**src/rtl/controlador_pkg.sv**
```systemverilog
// Shared types and constants for the naval-battle turn sequencer.
package controlador_pkg;

  localparam int unsigned NUM_COLUNAS = 5;
  localparam int unsigned NUM_LINHAS  = 7;

  typedef enum logic [2:0] {
    OCIOSO    = 3'd0,
    CONTAGEM  = 3'd1,
    AGUARDA   = 3'd2,
    AVALIA    = 3'd3,
    RESULTADO = 3'd4,
    VITORIA   = 3'd5,
    DERROTA   = 3'd6
  } estado_t;

  typedef enum logic [1:0] {
    ACERTO,
    ERRO,
    REPETIDO
  } resultado_t;

  // An already revealed cell is a repeat even though it holds a ship.
  function automatic resultado_t classifica(input logic alvo, input logic revelado);
    if (revelado) return REPETIDO;
    if (alvo) return ACERTO;
    return ERRO;
  endfunction

endpackage

```
**src/rtl/controlador_de_partida_if.sv**
```systemverilog
// Link between the turn sequencer and the attack manager.
interface controlador_de_partida_if;

  logic       enable_ataque;
  logic       confirmar_ataque;
  logic [2:0] col_ataque;
  logic [2:0] lin_ataque;
  logic [6:0] matriz0, matriz1, matriz2, matriz3, matriz4;

  modport master (
    output enable_ataque, confirmar_ataque, col_ataque, lin_ataque,
    input  matriz0, matriz1, matriz2, matriz3, matriz4
  );

  modport slave (
    input  enable_ataque, confirmar_ataque, col_ataque, lin_ataque,
    output matriz0, matriz1, matriz2, matriz3, matriz4
  );

endinterface

```
**src/rtl/detector_de_borda.sv**
```systemverilog
// Rising-edge detector; CONTROLADOR_SINCRONIZADOR_EN adds a two-flop synchronizer in front.
module detector_de_borda (
  input  logic clock,
  input  logic reset,
  input  logic entrada,
  output logic borda
);

  logic amostra;
  logic anterior_q;

`ifdef CONTROLADOR_SINCRONIZADOR_EN
  logic [1:0] sinc_q;

  always_ff @(posedge clock) begin
    if (reset) sinc_q <= '0;
    else       sinc_q <= {sinc_q[0], entrada};
  end

  assign amostra = sinc_q[1];
`else
  assign amostra = entrada;
`endif

  always_ff @(posedge clock) begin
    if (reset) anterior_q <= 1'b0;
    else       anterior_q <= amostra;
  end

  assign borda = amostra & ~anterior_q;

endmodule

```
**src/rtl/controlador_de_partida.sv**
```systemverilog
// Game FSM: counts targets, turns confirm presses into attack strobes, tracks lives and hits.
// Optional input synchronizers are enabled with CONTROLADOR_SINCRONIZADOR_EN.
module controlador_de_partida
  import controlador_pkg::*;
#(
  parameter int unsigned VIDAS_INICIAIS  = 3,
  parameter int unsigned TEMPO_RESULTADO = 25_000_000
) (
  input  logic       clock,
  input  logic       reset,
  input  logic       iniciar,
  input  logic       confirmar,
  input  logic [2:0] coordColuna,
  input  logic [2:0] coordLinha,
  input  logic [6:0] mapa0,
  input  logic [6:0] mapa1,
  input  logic [6:0] mapa2,
  input  logic [6:0] mapa3,
  input  logic [6:0] mapa4,
  controlador_de_partida_if.master ataque,
  output logic [2:0] vida,
  output logic [5:0] acertos,
  output logic [5:0] alvos,
  output logic       LED_R,
  output logic       LED_G,
  output logic       vitoria,
  output logic       derrota,
  output logic [2:0] estado
);

  localparam int unsigned CntW = $clog2(TEMPO_RESULTADO + 1);
  localparam logic [CntW-1:0] HoldIni = CntW'(TEMPO_RESULTADO - 1);
  localparam logic [2:0] VidaIni = 3'(VIDAS_INICIAIS);
  localparam logic [2:0] UltCol  = 3'(NUM_COLUNAS - 1);
  localparam logic [2:0] UltLin  = 3'(NUM_LINHAS - 1);

  estado_t         state_q, state_d;
  logic            borda_iniciar, borda_confirmar;
  logic [2:0]      col_scan_q, col_scan_d, lin_scan_q, lin_scan_d;
  logic [2:0]      col_q, col_d, lin_q, lin_d;
  logic [2:0]      vida_q, vida_d;
  logic [5:0]      alvos_q, alvos_d, acertos_q, acertos_d;
  logic            led_r_q, led_r_d, led_g_q, led_g_d;
  logic            strobe_q, strobe_d;
  logic [CntW-1:0] cnt_q, cnt_d;
  resultado_t      resultado;

  logic [NUM_COLUNAS-1:0][NUM_LINHAS-1:0] mapa_w, matriz_w;

  assign mapa_w   = {mapa4, mapa3, mapa2, mapa1, mapa0};
  assign matriz_w = {ataque.matriz4, ataque.matriz3, ataque.matriz2, ataque.matriz1,
                     ataque.matriz0};

  detector_de_borda u_borda_iniciar (
    .clock   (clock),
    .reset   (reset),
    .entrada (iniciar),
    .borda   (borda_iniciar)
  );

  detector_de_borda u_borda_confirmar (
    .clock   (clock),
    .reset   (reset),
    .entrada (confirmar),
    .borda   (borda_confirmar)
  );

  assign resultado = classifica(mapa_w[col_q][lin_q], matriz_w[col_q][lin_q]);

  always_comb begin
    state_d    = state_q;
    col_scan_d = col_scan_q;
    lin_scan_d = lin_scan_q;
    col_d      = col_q;
    lin_d      = lin_q;
    vida_d     = vida_q;
    alvos_d    = alvos_q;
    acertos_d  = acertos_q;
    led_r_d    = led_r_q;
    led_g_d    = led_g_q;
    strobe_d   = 1'b0;
    cnt_d      = cnt_q;

    case (state_q)
      OCIOSO, VITORIA, DERROTA: begin
        if (borda_iniciar) begin
          acertos_d  = '0;
          alvos_d    = '0;
          led_r_d    = 1'b0;
          led_g_d    = 1'b0;
          vida_d     = VidaIni;
          col_scan_d = '0;
          lin_scan_d = '0;
          state_d    = CONTAGEM;
        end
      end
      CONTAGEM: begin
        alvos_d = alvos_q + {5'd0, mapa_w[col_scan_q][lin_scan_q]};
        if (lin_scan_q == UltLin) begin
          lin_scan_d = '0;
          if (col_scan_q == UltCol) state_d = (alvos_d == '0) ? VITORIA : AGUARDA;
          else                      col_scan_d = col_scan_q + 3'd1;
        end else begin
          lin_scan_d = lin_scan_q + 3'd1;
        end
      end
      AGUARDA: begin
        if (borda_confirmar && coordColuna <= UltCol && coordLinha <= UltLin) begin
          col_d   = coordColuna;
          lin_d   = coordLinha;
          state_d = AVALIA;
        end
      end
      AVALIA: begin
        unique case (resultado)
          REPETIDO: begin
            led_r_d = 1'b1;
            led_g_d = 1'b1;
          end
          ACERTO: begin
            strobe_d  = 1'b1;
            acertos_d = acertos_q + 6'd1;
            led_r_d   = 1'b0;
            led_g_d   = 1'b1;
          end
          ERRO: begin
            strobe_d = 1'b1;
            vida_d   = (vida_q == '0) ? '0 : vida_q - 3'd1;
            led_r_d  = 1'b1;
            led_g_d  = 1'b0;
          end
          default: ;
        endcase
        cnt_d   = HoldIni;
        state_d = RESULTADO;
      end
      RESULTADO: begin
        if (cnt_q != '0) begin
          cnt_d = cnt_q - 1'b1;
        end else if (acertos_q == alvos_q) begin
          state_d = VITORIA;
        end else if (vida_q == '0) begin
          state_d = DERROTA;
        end else begin
          led_r_d = 1'b0;
          led_g_d = 1'b0;
          state_d = AGUARDA;
        end
      end
      default: state_d = OCIOSO;
    endcase
  end

  always_ff @(posedge clock) begin
    if (reset) begin
      state_q    <= OCIOSO;
      col_scan_q <= '0;
      lin_scan_q <= '0;
      col_q      <= '0;
      lin_q      <= '0;
      vida_q     <= VidaIni;
      alvos_q    <= '0;
      acertos_q  <= '0;
      led_r_q    <= 1'b0;
      led_g_q    <= 1'b0;
      strobe_q   <= 1'b0;
      cnt_q      <= '0;
    end else begin
      state_q    <= state_d;
      col_scan_q <= col_scan_d;
      lin_scan_q <= lin_scan_d;
      col_q      <= col_d;
      lin_q      <= lin_d;
      vida_q     <= vida_d;
      alvos_q    <= alvos_d;
      acertos_q  <= acertos_d;
      led_r_q    <= led_r_d;
      led_g_q    <= led_g_d;
      strobe_q   <= strobe_d;
      cnt_q      <= cnt_d;
    end
  end

  // The attack manager must stay enabled after the game ends so the board remains visible.
  assign ataque.enable_ataque    = (state_q != OCIOSO) && (state_q != CONTAGEM);
  assign ataque.confirmar_ataque = strobe_q;
  assign ataque.col_ataque       = col_q;
  assign ataque.lin_ataque       = lin_q;

  assign vida    = vida_q;
  assign acertos = acertos_q;
  assign alvos   = alvos_q;
  assign LED_R   = led_r_q;
  assign LED_G   = led_g_q;
  assign vitoria = (state_q == VITORIA);
  assign derrota = (state_q == DERROTA);
  assign estado  = state_q;

endmodule

```
**src/flat_wrapper.sv**
```systemverilog
// flat-port wrapper written by rule: the top's interface ports become plain ports
module controlador_de_partida_flat import controlador_pkg::*;
#(
  parameter int unsigned VIDAS_INICIAIS  = 3,
  parameter int unsigned TEMPO_RESULTADO = 25_000_000
)
  (clock, reset, iniciar, confirmar, coordColuna, coordLinha, mapa0, mapa1, mapa2, mapa3, mapa4, vida, acertos, alvos, LED_R, LED_G, vitoria, derrota, estado, ataque_enable_ataque, ataque_confirmar_ataque, ataque_col_ataque, ataque_lin_ataque, ataque_matriz0, ataque_matriz1, ataque_matriz2, ataque_matriz3, ataque_matriz4);
  controlador_de_partida_if ataque_i ();
  input  logic clock;
  input  logic reset;
  input  logic iniciar;
  input  logic confirmar;
  input  logic [2:0] coordColuna;
  input  logic [2:0] coordLinha;
  input  logic [6:0] mapa0;
  input  logic [6:0] mapa1;
  input  logic [6:0] mapa2;
  input  logic [6:0] mapa3;
  input  logic [6:0] mapa4;
  output logic [2:0] vida;
  output logic [5:0] acertos;
  output logic [5:0] alvos;
  output logic LED_R;
  output logic LED_G;
  output logic vitoria;
  output logic derrota;
  output logic [2:0] estado;
  output wire logic [$bits(ataque_i.enable_ataque)-1:0] ataque_enable_ataque;
  output wire logic [$bits(ataque_i.confirmar_ataque)-1:0] ataque_confirmar_ataque;
  output wire logic [$bits(ataque_i.col_ataque)-1:0] ataque_col_ataque;
  output wire logic [$bits(ataque_i.lin_ataque)-1:0] ataque_lin_ataque;
  input wire logic [$bits(ataque_i.matriz0)-1:0] ataque_matriz0;
  input wire logic [$bits(ataque_i.matriz1)-1:0] ataque_matriz1;
  input wire logic [$bits(ataque_i.matriz2)-1:0] ataque_matriz2;
  input wire logic [$bits(ataque_i.matriz3)-1:0] ataque_matriz3;
  input wire logic [$bits(ataque_i.matriz4)-1:0] ataque_matriz4;
  assign ataque_enable_ataque = ataque_i.enable_ataque;
  assign ataque_confirmar_ataque = ataque_i.confirmar_ataque;
  assign ataque_col_ataque = ataque_i.col_ataque;
  assign ataque_lin_ataque = ataque_i.lin_ataque;
  assign ataque_i.matriz0 = ataque_matriz0;
  assign ataque_i.matriz1 = ataque_matriz1;
  assign ataque_i.matriz2 = ataque_matriz2;
  assign ataque_i.matriz3 = ataque_matriz3;
  assign ataque_i.matriz4 = ataque_matriz4;
  controlador_de_partida #(.VIDAS_INICIAIS(VIDAS_INICIAIS), .TEMPO_RESULTADO(TEMPO_RESULTADO)) u_core (.clock(clock), .reset(reset), .iniciar(iniciar), .confirmar(confirmar), .coordColuna(coordColuna), .coordLinha(coordLinha), .mapa0(mapa0), .mapa1(mapa1), .mapa2(mapa2), .mapa3(mapa3), .mapa4(mapa4), .ataque(ataque_i), .vida(vida), .acertos(acertos), .alvos(alvos), .LED_R(LED_R), .LED_G(LED_G), .vitoria(vitoria), .derrota(derrota), .estado(estado));
endmodule
```
**config.mk**
```make
export PLATFORM = sky130hd
export DESIGN_NAME = controlador_de_partida_flat
export DESIGN_NICKNAME = d
export VERILOG_FILES = /design/src/rtl/controlador_pkg.sv /design/src/rtl/controlador_de_partida_if.sv /design/src/rtl/detector_de_borda.sv /design/src/rtl/controlador_de_partida.sv /design/src/flat_wrapper.sv
export SDC_FILE = /design/constraint.sdc
export NUM_CORES = 1
export LEC_CHECK = 0
export BUFFER_PORTS_ARGS = -buffer_cell sky130_fd_sc_hd__clkbuf_2
export CORE_UTILIZATION = 50
export DETAILED_ROUTE_END_ITERATION = 6
export MAX_ROUTING_LAYER = met4
export PLACE_DENSITY_LB_ADDON = 0.25
export SLEW_MARGIN = 30
export SYNTH_ARGS = -nofsm -noshare
export SYNTH_HDL_FRONTEND = slang
export SYNTH_HIERARCHICAL = 1
export SYNTH_SLANG_ARGS = --single-unit
```
**constraint.sdc**
```tcl
create_clock -name clock -period 4.14 [get_ports clock]
set_input_delay 0.414 -clock clock [delete_from_list [all_inputs] [get_ports clock]]
set_output_delay 0.414 -clock clock [all_outputs]
set_load 0.05 [all_outputs]
```
Word level (Yosys, flattened, before mapping):

Cells that the tools add are included.

* register bits after elaboration: 60
* output and inout bits: 30
* logic and storage cells: 136

* add/subtract/negate cells: 6
* magnitude comparators: 6
* eq/ne operators: 25
* muxes and demuxes: 53
* bitwise gates (word level): 5
* reductions and logical operators: 27

Operator list (count)
* binary-select mux 7 bit (select 3 bit): 3
* case mux 25 bit (2 select lines): 1
* 2-to-1 mux 3 bit: 15
* 2-to-1 mux 25 bit: 1
* nonzero test 25 bit: 1
* subtractor 25 x 1 -> 25 bit, second input constant: 1
* case mux 6 bit (2 select lines): 2
* 2-to-1 mux 7 bit: 3
* case mux 3 bit (2 select lines): 3
* < comparator 3 x 4 -> 1 bit, second input constant: 4
* equality test 3 bit, second input constant: 5
* case mux 3 bit (5 select lines): 1
* != test 2 x 1 -> 1 bit, second input constant: 7
* 2-to-1 mux 6 bit: 2
* AND reduction 6 bit: 2
* 2-to-1 mux 1 bit: 11
* binary-select mux 1 bit (select 3 bit): 3
* 2-to-1 mux 2 bit: 4
* != test 2 bit, second input constant: 4
* OR reduction 2 bit: 4
* adder 3 x 1 -> 3 bit, second input constant: 2
* adder 6 x 1 -> 6 bit: 1
* adder 6 x 1 -> 6 bit, second input constant: 1
* equality test 3 x 2 -> 1 bit, second input constant: 2
* other kinds (23): 39

Logic depth before layout (Yosys ltp):

Gate-level depths: netlist of run 1.

* word-level depth: 12
* mapped depth: 15

Hierarchy:

Netlist of run 1, hierarchy kept.

Modules (own cells, without submodules)
* controlador_de_partida: times used 1, cells an instance 484, area each 4076.4 um^2
* detector_de_borda: times used 2, cells an instance 3, area each 47.5 um^2

Worst setup path after synthesis of run 1:

No wires, ideal clock.

* path kind: register to register
* from: register u_core.col_scan_q[0]
* to: register u_core.state_q[1] (netlist: u_core/estado[1])
* arrival time: 3.620 ns
* path slack: 0.389 ns
* stages on the path, launching flop included: 15
* buffers on the path: 1
* period minus slack after synthesis: 3.751 ns
* cell sequence: dfxtp_1 -> clkbuf_1 -> mux4_2 -> mux4_2 -> nor2b_1 -> a311oi_1 -> a21oi_1 -> ha_1 -> nand3_1 -> mux2_2 -> o22a_1 -> nor4_1 -> o21ai_0 -> a21oi_1 -> nor3b_1

* longest elaborated chain between the ends: 10
* elaborated cells on any way between the ends: 13
* classes of those cells: 1 x add/sub; 2 x eq/ne; 8 x mux; 2 x reduce/logical

Ends and longest elaborated chain
* from (decl): RTL line controlador_de_partida.sv:39 `logic [2:0] col_scan_q, col_scan_d, lin_scan_q, lin_scan_d;`
* from (signal assigned): RTL line controlador_de_partida.sv:170 `col_scan_q <= col_scan_d;`
* binary-select mux 7 bit (select 3 bit): RTL line controlador_de_partida.sv:98 `alvos_d = alvos_q + {5'd0, mapa_w[col_scan_q][lin_scan_q]};`
* 2-to-1 mux 7 bit (implied by the code): RTL line controlador_de_partida.sv:98
* binary-select mux 1 bit (select 3 bit): RTL line controlador_de_partida.sv:98
* 2-to-1 mux 1 bit (implied by the code): RTL line controlador_de_partida.sv:98
* adder 6 x 1 -> 6 bit: RTL line controlador_de_partida.sv:98
* logical NOT 6 bit: RTL line controlador_de_partida.sv:101 `if (col_scan_q == UltCol) state_d = (alvos_d == '0) ? VITORIA : AGUARDA;`
* 2-to-1 mux 3 bit (2 in series): RTL line controlador_de_partida.sv:101
* 2-to-1 mux 3 bit: RTL line controlador_de_partida.sv:99 `if (lin_scan_q == UltLin) begin`
* case mux 3 bit (5 select lines): RTL line controlador_de_partida.sv:84 `case (state_q)`
* to (signal assigned): RTL line controlador_de_partida.sv:169 `state_q <= state_d;`
* to (decl): RTL line controlador_de_partida.sv:37 `estado_t state_q, state_d;`

Several ways; a longest one is shown, not always the timed one. The select of a mux whose other input is x is not followed.
A chain may end at the register's enable or synchronous reset.

Worst setup path in the final report of run 1:

Ends and elaborated chain as after synthesis.

==> out/qor.yml, run 1 <==
status: "finished clean"
met3_length_um: 793
drt_iter0_markers: 256
synth-async-reset-ratio_pct: 0
layout-drive-gt1-share_pct: 26.4
synthTopCellsByArea: "dfxtp_1 29%, mux2i_1 10%, mux4_2 5.9%"
synth-simple-area-share_pct: 23.5
hold_violations: 0
dr.max_layer_used: "met4"
clkLatencyLatePin_ps: 340
cts_tree: "done"
grt_max_degree: 35
clock_sinks: 60
row_count: 32
hpwl_um: 8300
met1Wirelength_um: 4860
fin_skew_ps: 12.0
cp_data_required_time_ps: 4360
synth_area_um2: 4170
avgViaCountPerCell: 6.05
syn_area_per_cell_um2: 8.51
yosysTopAreaCell: "dfxtp_1"
wire_per_inst_um: 16.0
p_leak_nw: 2.00
io_buffers: 109
initial_core_util_pct: 52.9
path_clk_slew_ps: 70
io_pins: 110
nNetsFinal: 673
worst-path-max-fanout: 7
dr.pass1.iters: 5
grt_util_all_layers_pct: 28.0
holdPathStages: 2
fin_tns_setup_ps: 0
vias: 4193
start_kind: "flip-flop"
synth_xor_area_share_pct: 6.30
fin_crit_sh_pct: 90.9
diodes: 0
cts_buffers: 9
place_inst: 678
clock_path_buffers: 2
synthMuxAreaShare_pct: 16.3
yosysWarnings: 6
grt_pass1_vias: 3880
rsz0062_at_grt: "false"
met2WireLength_um: 5250
setup_viol: 0
ys_seq_area_share_pct: 28.8
synth_top_flop_cell: "dfxtp_1"
reg2reg_depth: 13
clock.fmax_mhz: 266
antenna_left: 0
layout_min_cycle_time_ps: 3760
synth_top_family_by_area: "simple AND/OR/NAND/NOR gates"
core_um2: 7890
crit_type: "reg -> reg"
hold_class: "in -> reg"
cp_data_arrival_time_ps: 3990
holdWs_ps: 311
ir_drop_mv: 0.285
die_y_um: 93.3
syn-num-nets: 576
synthCells: 490
route.detailed.drc: 0
synth_top_area_share_pct: 28.8
synthAdderAreaFrac_pct: 1.80
relSlewSlack_pct: 46.8
grt_overflow: 0
grt_pass1_wl_um: 18600
antenna_found_initial: 0
drv_cap: 0
synth_compound_area_share_pct: 18.9
synth-seq-cells: 60
die_width_um: 93.3
synth_edf_count: 0
htreeDepth: 3
drt_wl_total_um: 11100
instances_no_fill: 693
cts_setup_buffers: 0
worst_pin_slew_ps: 795
routabilityCongestion: 0.883
synth_cell_types: 62
dieArea_um2: 8710
area_growth_pct: 19.6
root_buffer: "clkbuf_8"
cp-end-kind: "flip-flop"
p_per_area_nw_per_um2: 550
drv_slew: 0
-- worst max-delay path: stages (launching register included) --
cell and delay [ps]:
dfxtp_2 470, mux4_2 540, mux4_2 470, nor2b_1 140, a311oi_1 250, a21oi_1 80, ha_1 220, nand3_1 160
mux2_2 350, o22a_1 190, nor4_1 390, o21ai_0 150, a21oi_1 160, nor3b_1 70
-- registers in the layout, summed over array words and instances, names as in the netlist --
signal	flops
u_core/col_scan_q	3
u_core/alvos	6
u_core/estado	3
u_core/acertos	6
u_core/cnt_q	25
u_core/LED_G	1
u_core/u_borda_confirmar/anterior_q	1
u_core/ataque.confirmar_ataque	1
u_core/ataque.lin_ataque	3
u_core/vida	3
u_core/ataque.col_ataque	3
u_core/u_borda_iniciar/anterior_q	1
u_core/LED_R	1
u_core/lin_scan_q	3
-- power breakdown --
part	internal, mW	switching, mW	leakage, nW
clock network	0.352	0.237	0.109
registers	0.673	0.153	0.486
logic	0.533	0.797	1.40
-- layout make-up --
| cell class | count | area, um2 |
|---|---|---|
| clock buffers | 11 | 141 |
| clock inverters | 4 | 73.8 |
| fillers | 696 | 2900 |
| inverters | 11 | 41.3 |
| multi-input cells | 388 | 2780 |
| flip-flops and latches | 60 | 1200 |
| well taps | 102 | 128 |
| repair buffers | 117 | 618 |
-- cells in the final DEF, fill, tap and decap left out, types with 6 or more instances in the layout --
cell type / netlist / layout
xnor2_1: 7 / 7
a31oi_1: 6 / 6
clkbuf_8: 0 / 10
nand2_1: 23 / 23
dfxtp_1: 60 / 59
nand2b_1: 7 / 7
mux2i_1: 42 / 42
nor3_1: 15 / 15
or3_1: 8 / 8
buf_4: 3 / 7
nor2_1: 45 / 45
a22oi_1: 6 / 6
ha_1: 6 / 6
nor2b_1: 9 / 9
inv_1: 11 / 11
o21ai_0: 17 / 17
a211oi_1: 7 / 7
clkbuf_2: 0 / 109
xor2_1: 23 / 23
a21oi_1: 42 / 42
mux4_2: 11 / 11
nor4_1: 7 / 7
nand4_1: 8 / 8
o22ai_1: 13 / 13
nand3_1: 16 / 16
-- synthesized netlist by cell type, types with 9 or more instances --
cell type and instances:
nand2_1 23, o22ai_1 13, dfxtp_1 60, nor2_1 45
xor2_1 23, inv_1 11, nor2b_1 9, o21ai_0 17
clkbuf_1 24, mux2i_1 42, mux4_2 11, nand3_1 16
a21oi_1 42, nor3_1 15
-- path summary, 6_finish.rpt --
check | slack, ps | from | end
min | 310 | confirmar | u_core/u_borda_confirmar/anterior_q
max reg2reg | 380 | u_core/col_scan_q[0] | u_core/estado[1]
min reg2reg | 480 | u_core/LED_G | u_core/LED_G
max | 380 | u_core/col_scan_q[0] | u_core/estado[1]
-- repair_timing --
action                                  in CTS  in global routing
hold endpoints to repair                     0                  0
resized for setup                            0                  1
endpoints found under the setup margin       0                  3
hold buffers                                 0                  0
-- layer usage --
layer	global-route usage, %	vias to the layer above
li1	-	2027
met1	35.8	1974
met2	44.4	172
met3	5.45	20
met4	9.23	0
met5	-	-
-- cells by family after synthesis --
kind of cell	after synthesis
AND/OR/NAND/NOR	174
AO/OA/AOI/OAI	124
flip-flops	60
multiplexers	54
buffers and inverters	42
XOR/XNOR	30
adder cells (fa/ha/maj)	6
-- per-stage QoR --
step / cell area [um2] / total power, mW / util, % / setup WS (ps)
floorplan: 4170 / 1.83 / - / 389
global placement: 4770 / 2.12 / 60.5 / 366
detailed placement: 4770 / 2.14 / 60.5 / 233
CTS: 4990 / 2.74 / 63.2 / 211
global route: 4990 / 2.95 / 63.2 / 52.5
finish: 4990 / 2.75 / 63.2 / 377
Note: power is estimated with default switching activity, not from simulation.
==> run 2, diff against run 1 <==
Settings changed: CORE_ASPECT_RATIO from default to 2.
==> out/qor.yml, run 2 (synthesis gave the netlist of run 1 again) <==
path_clk_slew_ps: 50
io_pins: 110
die_y_um: 131
clkLatencyLatePin_ps: 340
instances_no_fill: 687
clock_path_buffers: 2
layout_common_cells: "109 x clkbuf_2, 59 x dfxtp_1, 45 x nor2_1"
rsz0062_at_grt: "false"
clock.fmax_mhz: 267
cp_data_arrival_time_ps: 3980
drv_slew: 0
seqCellArea_um2: 1200
r2r_slack_ps: 390
p_leak_nw: 2.07
cts_tree: "done"
r2r-end: "u_core/estado[0]"
holdPathStages: 2
cp_top_family: "multiplexers"
hold_violations: 0
crit_chain: "mux4_2 > mux4_2 > nor2b_1 > a311oi_1 > a21oi_1 > ha_1 > nand3_1 > mux2_2 > o22a_1 > nor4_1 > o21bai_1 > a311oi_1"
cp_num_cells: 12
fin_tns_setup_ps: 0
cp_data_required_time_ps: 4370
drt_iter0_markers: 212
fin_skew_ps: 3.70
crit_type: "reg -> reg"
avgViaCountPerCell: 6.07
slowest_stage: "mux4_2"
dr.pass1.iters: 4
fin_crit_sh_pct: 90.6
grt_pass1_wl_um: 18700
hpwl_um: 9230
grt_util_all_layers_pct: 28.9
cp-end-kind: "flip-flop"
root_buffer: "clkbuf_16"
min-delay-start: "iniciar"
holdBufCountCts: 0
p_per_area_nw_per_um2: 612
reg2reg_depth: 12
cts_resized: 0
die_width_um: 66.6
dieArea_um2: 8730
hold_end: "u_core/u_borda_iniciar/anterior_q"
largest_register_ffs: 25
setup_viol: 0
worstPathBufferInverterCount: 0
io_buffers: 109
nNetsFinal: 672
routabilityCongestion: 0.913
regMostFlops: "u_core/cnt_q"
cts_setup_buffers: 0
layout-drive-gt1-share_pct: 26.6
drv_cap: 0
place_inst: 671
antenna_left: 0
grt_max_degree: 28
row_count: 46
cts_buffers: 9
area_growth_pct: 23.1
route.detailed.drc: 0
reg2reg_from: "u_core/col_scan_q[0]"
multi_input_area_um2: 2780
start_kind: "flip-flop"
grt_pass1_vias: 4042
grt_overflow: 0
slowest_delay_ps: 550
diodes: 0
relSlewSlack_pct: 43.1
clock_sinks: 60
worst-path-max-fanout: 9
ir_drop_mv: 0.269
core_um2: 8000
vias: 4170
hold_class: "in -> reg"
final_common_cell: "clkbuf_2"
drt_wl_total_um: 11900
status: "finished clean"
initial_core_util_pct: 52.1
worst_pin_slew_ps: 849
htreeDepth: 3
antenna_found_initial: 0
wire_per_inst_um: 17.3
layout_min_cycle_time_ps: 3750
n_fill_cell: 702
-- run 2: changes by cell type in the layout (fill, tap and decap cells not counted), sizes merged --
| cell | change |
|---|---|
| buf | -1 |
| bufinv | +3 |
| clkbuf | -2 |
| clkinv | -1 |
| clkinvlp | +1 |
-- run 2: area by class of cell --
class,count,area share [%]
Sequential cell,60,23.4
Inverter,11,0.804
Timing Repair Buffer,116,11.7
Multi-Input combinational cell,388,54.2
Tap cell,96,2.34
Clock buffer,9,4.39
Clock inverter,7,3.17
-- run 2: layer usage --
metal	track usage [%]	wire, um	up-vias
li1	-	-	2020
met1	25.2	4030	1948
met2	54.2	6770	164
met3	5.21	536	38
met4	15.8	534	0
met5	-	0	-
-- run 2: power by group --
| part | total, mW | leakage (nW) | internal, mW | switching (mW) |
|---|---|---|---|---|
| Clock | 0.979 | 0.186 | 0.708 | 0.271 |
| Sequential | 0.829 | 0.486 | 0.674 | 0.155 |
| Combinational | 1.33 | 1.40 | 0.529 | 0.805 |
| Total | 3.14 | 2.07 | 1.91 | 1.23 |
-- run 2: worst max path at each step --
stage,startpoint,slack [ps],to
3_3_place_gp,u_core/col_scan_q[0],370,u_core/estado[1]
2_1_floorplan,u_core/col_scan_q[0],390,u_core/estado[1]
4_1_cts,u_core/col_scan_q[0],260,u_core/estado[0]
6_report,u_core/col_scan_q[0],390,u_core/estado[0]
3_5_place_dp,u_core/col_scan_q[0],280,u_core/estado[1]
5_1_grt,u_core/col_scan_q[0],150,u_core/estado[0]
-- run 2: stage by stage --
step | instance area [um2] | hold WS [ps] | utilization [%] | total power [mW] | worst slack [ps]
finish | 5130 | 314 | 64.2 | 3.14 | 389
global route | 5130 | 313 | 64.2 | 3.33 | 153
CTS | 5130 | 308 | 64.2 | 3.15 | 263
detailed placement | 4740 | 479 | 59.3 | 2.15 | 280
global placement | 4740 | 454 | 59.3 | 2.13 | 373
floorplan | 4170 | 461 | - | 1.83 | 389
==> run 3, diff against run 2 <==
Settings changed: ABC_AREA from default to 1.
==> out/qor.yml, run 3 <==
hold_class: "in -> reg"
grt_pass1_vias: 4718
yosysTopAreaCell: "dfxtp_1"
antenna_left: 0
clock.fmax_mhz: 323
start_kind: "flip-flop"
n_fill_cell: 876
syn_area_per_cell_um2: 6.07
synth_xor_area_share_pct: 3.19
routabilityCongestion: 0.942
die_width_um: 68.3
diodes: 0
avgViaCountPerCell: 5.59
synth_top_area_share_pct: 27.3
intPower_mw: 1.72
antenna_found_initial: 0
die_y_um: 135
initial_core_util_pct: 51.2
drt_wl_total_um: 14000
slowest_stage: "dfxtp_1"
root_buffer: "clkbuf_16"
synth_compound_area_share_pct: 16.1
pre_cts_ws_ps: 1100
placed_cell_area_um2: 4960
dr.pass1.iters: 5
fin_skew_ps: 4.53
htreeDepth: 3
synthMuxAreaShare_pct: 0
syn-num-nets: 811
synth-seq-cells: 60
p_seq_share_pct: 24.3
setup_viol: 0
synthTopCellsByArea: "dfxtp_1 27%, nand2_1 15%, nand3_1 9.0%"
nNetsFinal: 910
yosysWarnings: 6
route.detailed.drc: 0
swShare_pct: 46.2
worst-path-max-fanout: 12
row_count: 48
ir_drop_mv: 0.476
rsz0062_at_grt: "false"
layout_common_cells: "173 x nand2_1, 109 x clkbuf_2, 96 x nor2_1"
wire_per_inst_um: 15.0
yosys-top-cells-count: "173 x nand2_1, 96 x nor2_1, 79 x nand3_1"
cts_tree: "done"
layout-drive-gt1-share_pct: 20.3
slowest_delay_ps: 430
yosysMostFrequentCell: "nand2_1"
status: "finished clean"
regMostFlops: "u_core/cnt_q"
path_clk_slew_ps: 50
area_growth_pct: 19.6
final_common_cell: "nand2_1"
pwr-share-comb_pct: 52.1
grt_overflow: 0
final_util_pct: 61.2
p_leak_nw: 2.52
clock_sinks: 60
crit_chain: "inv_1 > nand2_1 > o311ai_0 > o2111ai_1 > nand2_1 > ha_1 > ha_1 > nand3_1 > xor2_1 > nor4_1 > nand4_1 > nand3_1 > o21ai_0 > a21oi_1"
synth_cell_types: 45
cts_setup_buffers: 0
io_pins: 110
synth_top_flop_cell: "dfxtp_1"
cts_resized: 0
finalWorstSetupSlack_ps: 1050
vias: 5196
grt_max_degree: 40
synth_area_um2: 4400
clkLatencyLatePin_ps: 330
fin_area_um2: 5260
dieArea_um2: 9200
ys_seq_area_share_pct: 27.3
crit_type: "reg -> reg"
clkPwrFrac_pct: 23.6
hold_violations: 0
p_switching_mw: 1.47
clock_path_buffers: 2
grt_util_all_layers_pct: 31.8
synthAdderAreaFrac_pct: 1.71
io_buffers: 109
cp_data_arrival_time_ps: 3340
cts_buffers: 9
cp_data_required_time_ps: 4380
synth-async-reset-ratio_pct: 0
synth-simple-area-share_pct: 41.7
largest_register_ffs: 25
worst_pin_slew_ps: 841
synth_edf_count: 0
core_um2: 8590
p_per_area_nw_per_um2: 607
cp-end-kind: "flip-flop"
drv_cap: 0
holdBufCountCts: 0
drt_iter0_markers: 242
grt_pass1_wl_um: 21500
synthCells: 725
fin_tns_setup_ps: 0
hpwl_um: 10800
synth_top_family_by_area: "simple AND/OR/NAND/NOR gates"
relSlewSlack_pct: 43.9
drv_slew: 0
layout_min_cycle_time_ps: 3090
fin_crit_sh_pct: 74.8
## run 3: cell types whose count changed in the layout (fill, tap and decap cells not counted), sizes merged, moves of 6 or more
cell,before,now
nand2,23,182
inv,11,78
nand3,16,80
nor2,46,104
mux2i,42,0
o21ai,20,49
a21oi,42,58
nor2b,13,0
xor2,23,11
mux4,11,0
o22ai,13,5
or3,8,0
nand2b,7,0
a211oi,7,1
## run 3: routing by layer
metal	track usage [%]	part of all wire (%)	up-vias
met5	-	0	-
met4	16.9	4.2	0
met3	5.49	5.2	36
met2	58.6	54	188
met1	28.9	36	2381
li1	-	-	2591
## run 3: cell type report
| cell class | count | area, um2 | area share [%] |
|---|---|---|---|
| clock inverter | 4 | 47.5 | 0.904 |
| tap | 100 | 125 | 2.38 |
| sequential | 60 | 1200 | 22.8 |
| timing repair buffer | 112 | 568 | 10.8 |
| multi-input combinational | 560 | 2760 | 52.4 |
| clock buffer | 12 | 256 | 4.88 |
| inverter | 81 | 307 | 5.83 |
## run 3: cell families (layout without fill, tap and decap cells)
kind of cell	after synthesis	count (layout)
buf+inv	105	209
simple gates	408	408
xor+xnor	16	16
flops	60	60
compound gates	130	130
fa+ha+maj	6	6
## run 3: path summary, 6_finish.rpt
kind         cells after the start  slack (ps)            startpoint                                   to
min                              3         320             confirmar  u_core/u_borda_confirmar/anterior_q
max reg2reg                     14        1050  u_core/lin_scan_q[0]                     u_core/estado[0]
max                             14        1050  u_core/lin_scan_q[0]                     u_core/estado[0]
min reg2reg                      1         470       u_core/cnt_q[7]                      u_core/cnt_q[7]
## run 3: stage by stage
| stage | total power, mW | hold WS (ps) | instances |
|---|---|---|---|
| floorplan | 2.05 | 443 | 725 |
| global placement | 2.40 | 459 | 913 |
| detailed placement | 2.42 | 471 | 913 |
| CTS | 3.19 | 312 | 929 |
| global route | 3.41 | 344 | 929 |
| finish | 3.19 | 318 | 929 |
## run 3: worst max-delay path: cells and delay by family, from the launching register on
kind | cells | cell delay [ps]
buffers and inverters | 1 | 250
AOI/OAI and AO/OA | 4 | 800
xor gates and xnor gates | 1 | 170
adders and majority gates | 2 | 420
and+or+nand+nor | 6 | 910
DFF | 1 | 430
## run 3: power groups by stage
stage               registers [mW]  logic (mW)  clock network (mW)
finish                       0.775        1.66               0.754
global route                 0.790        1.84               0.785
CTS                          0.774        1.65               0.764
detailed placement           0.784        1.64                   0
floorplan                    0.863        1.18                   0
global placement             0.782        1.62                   0
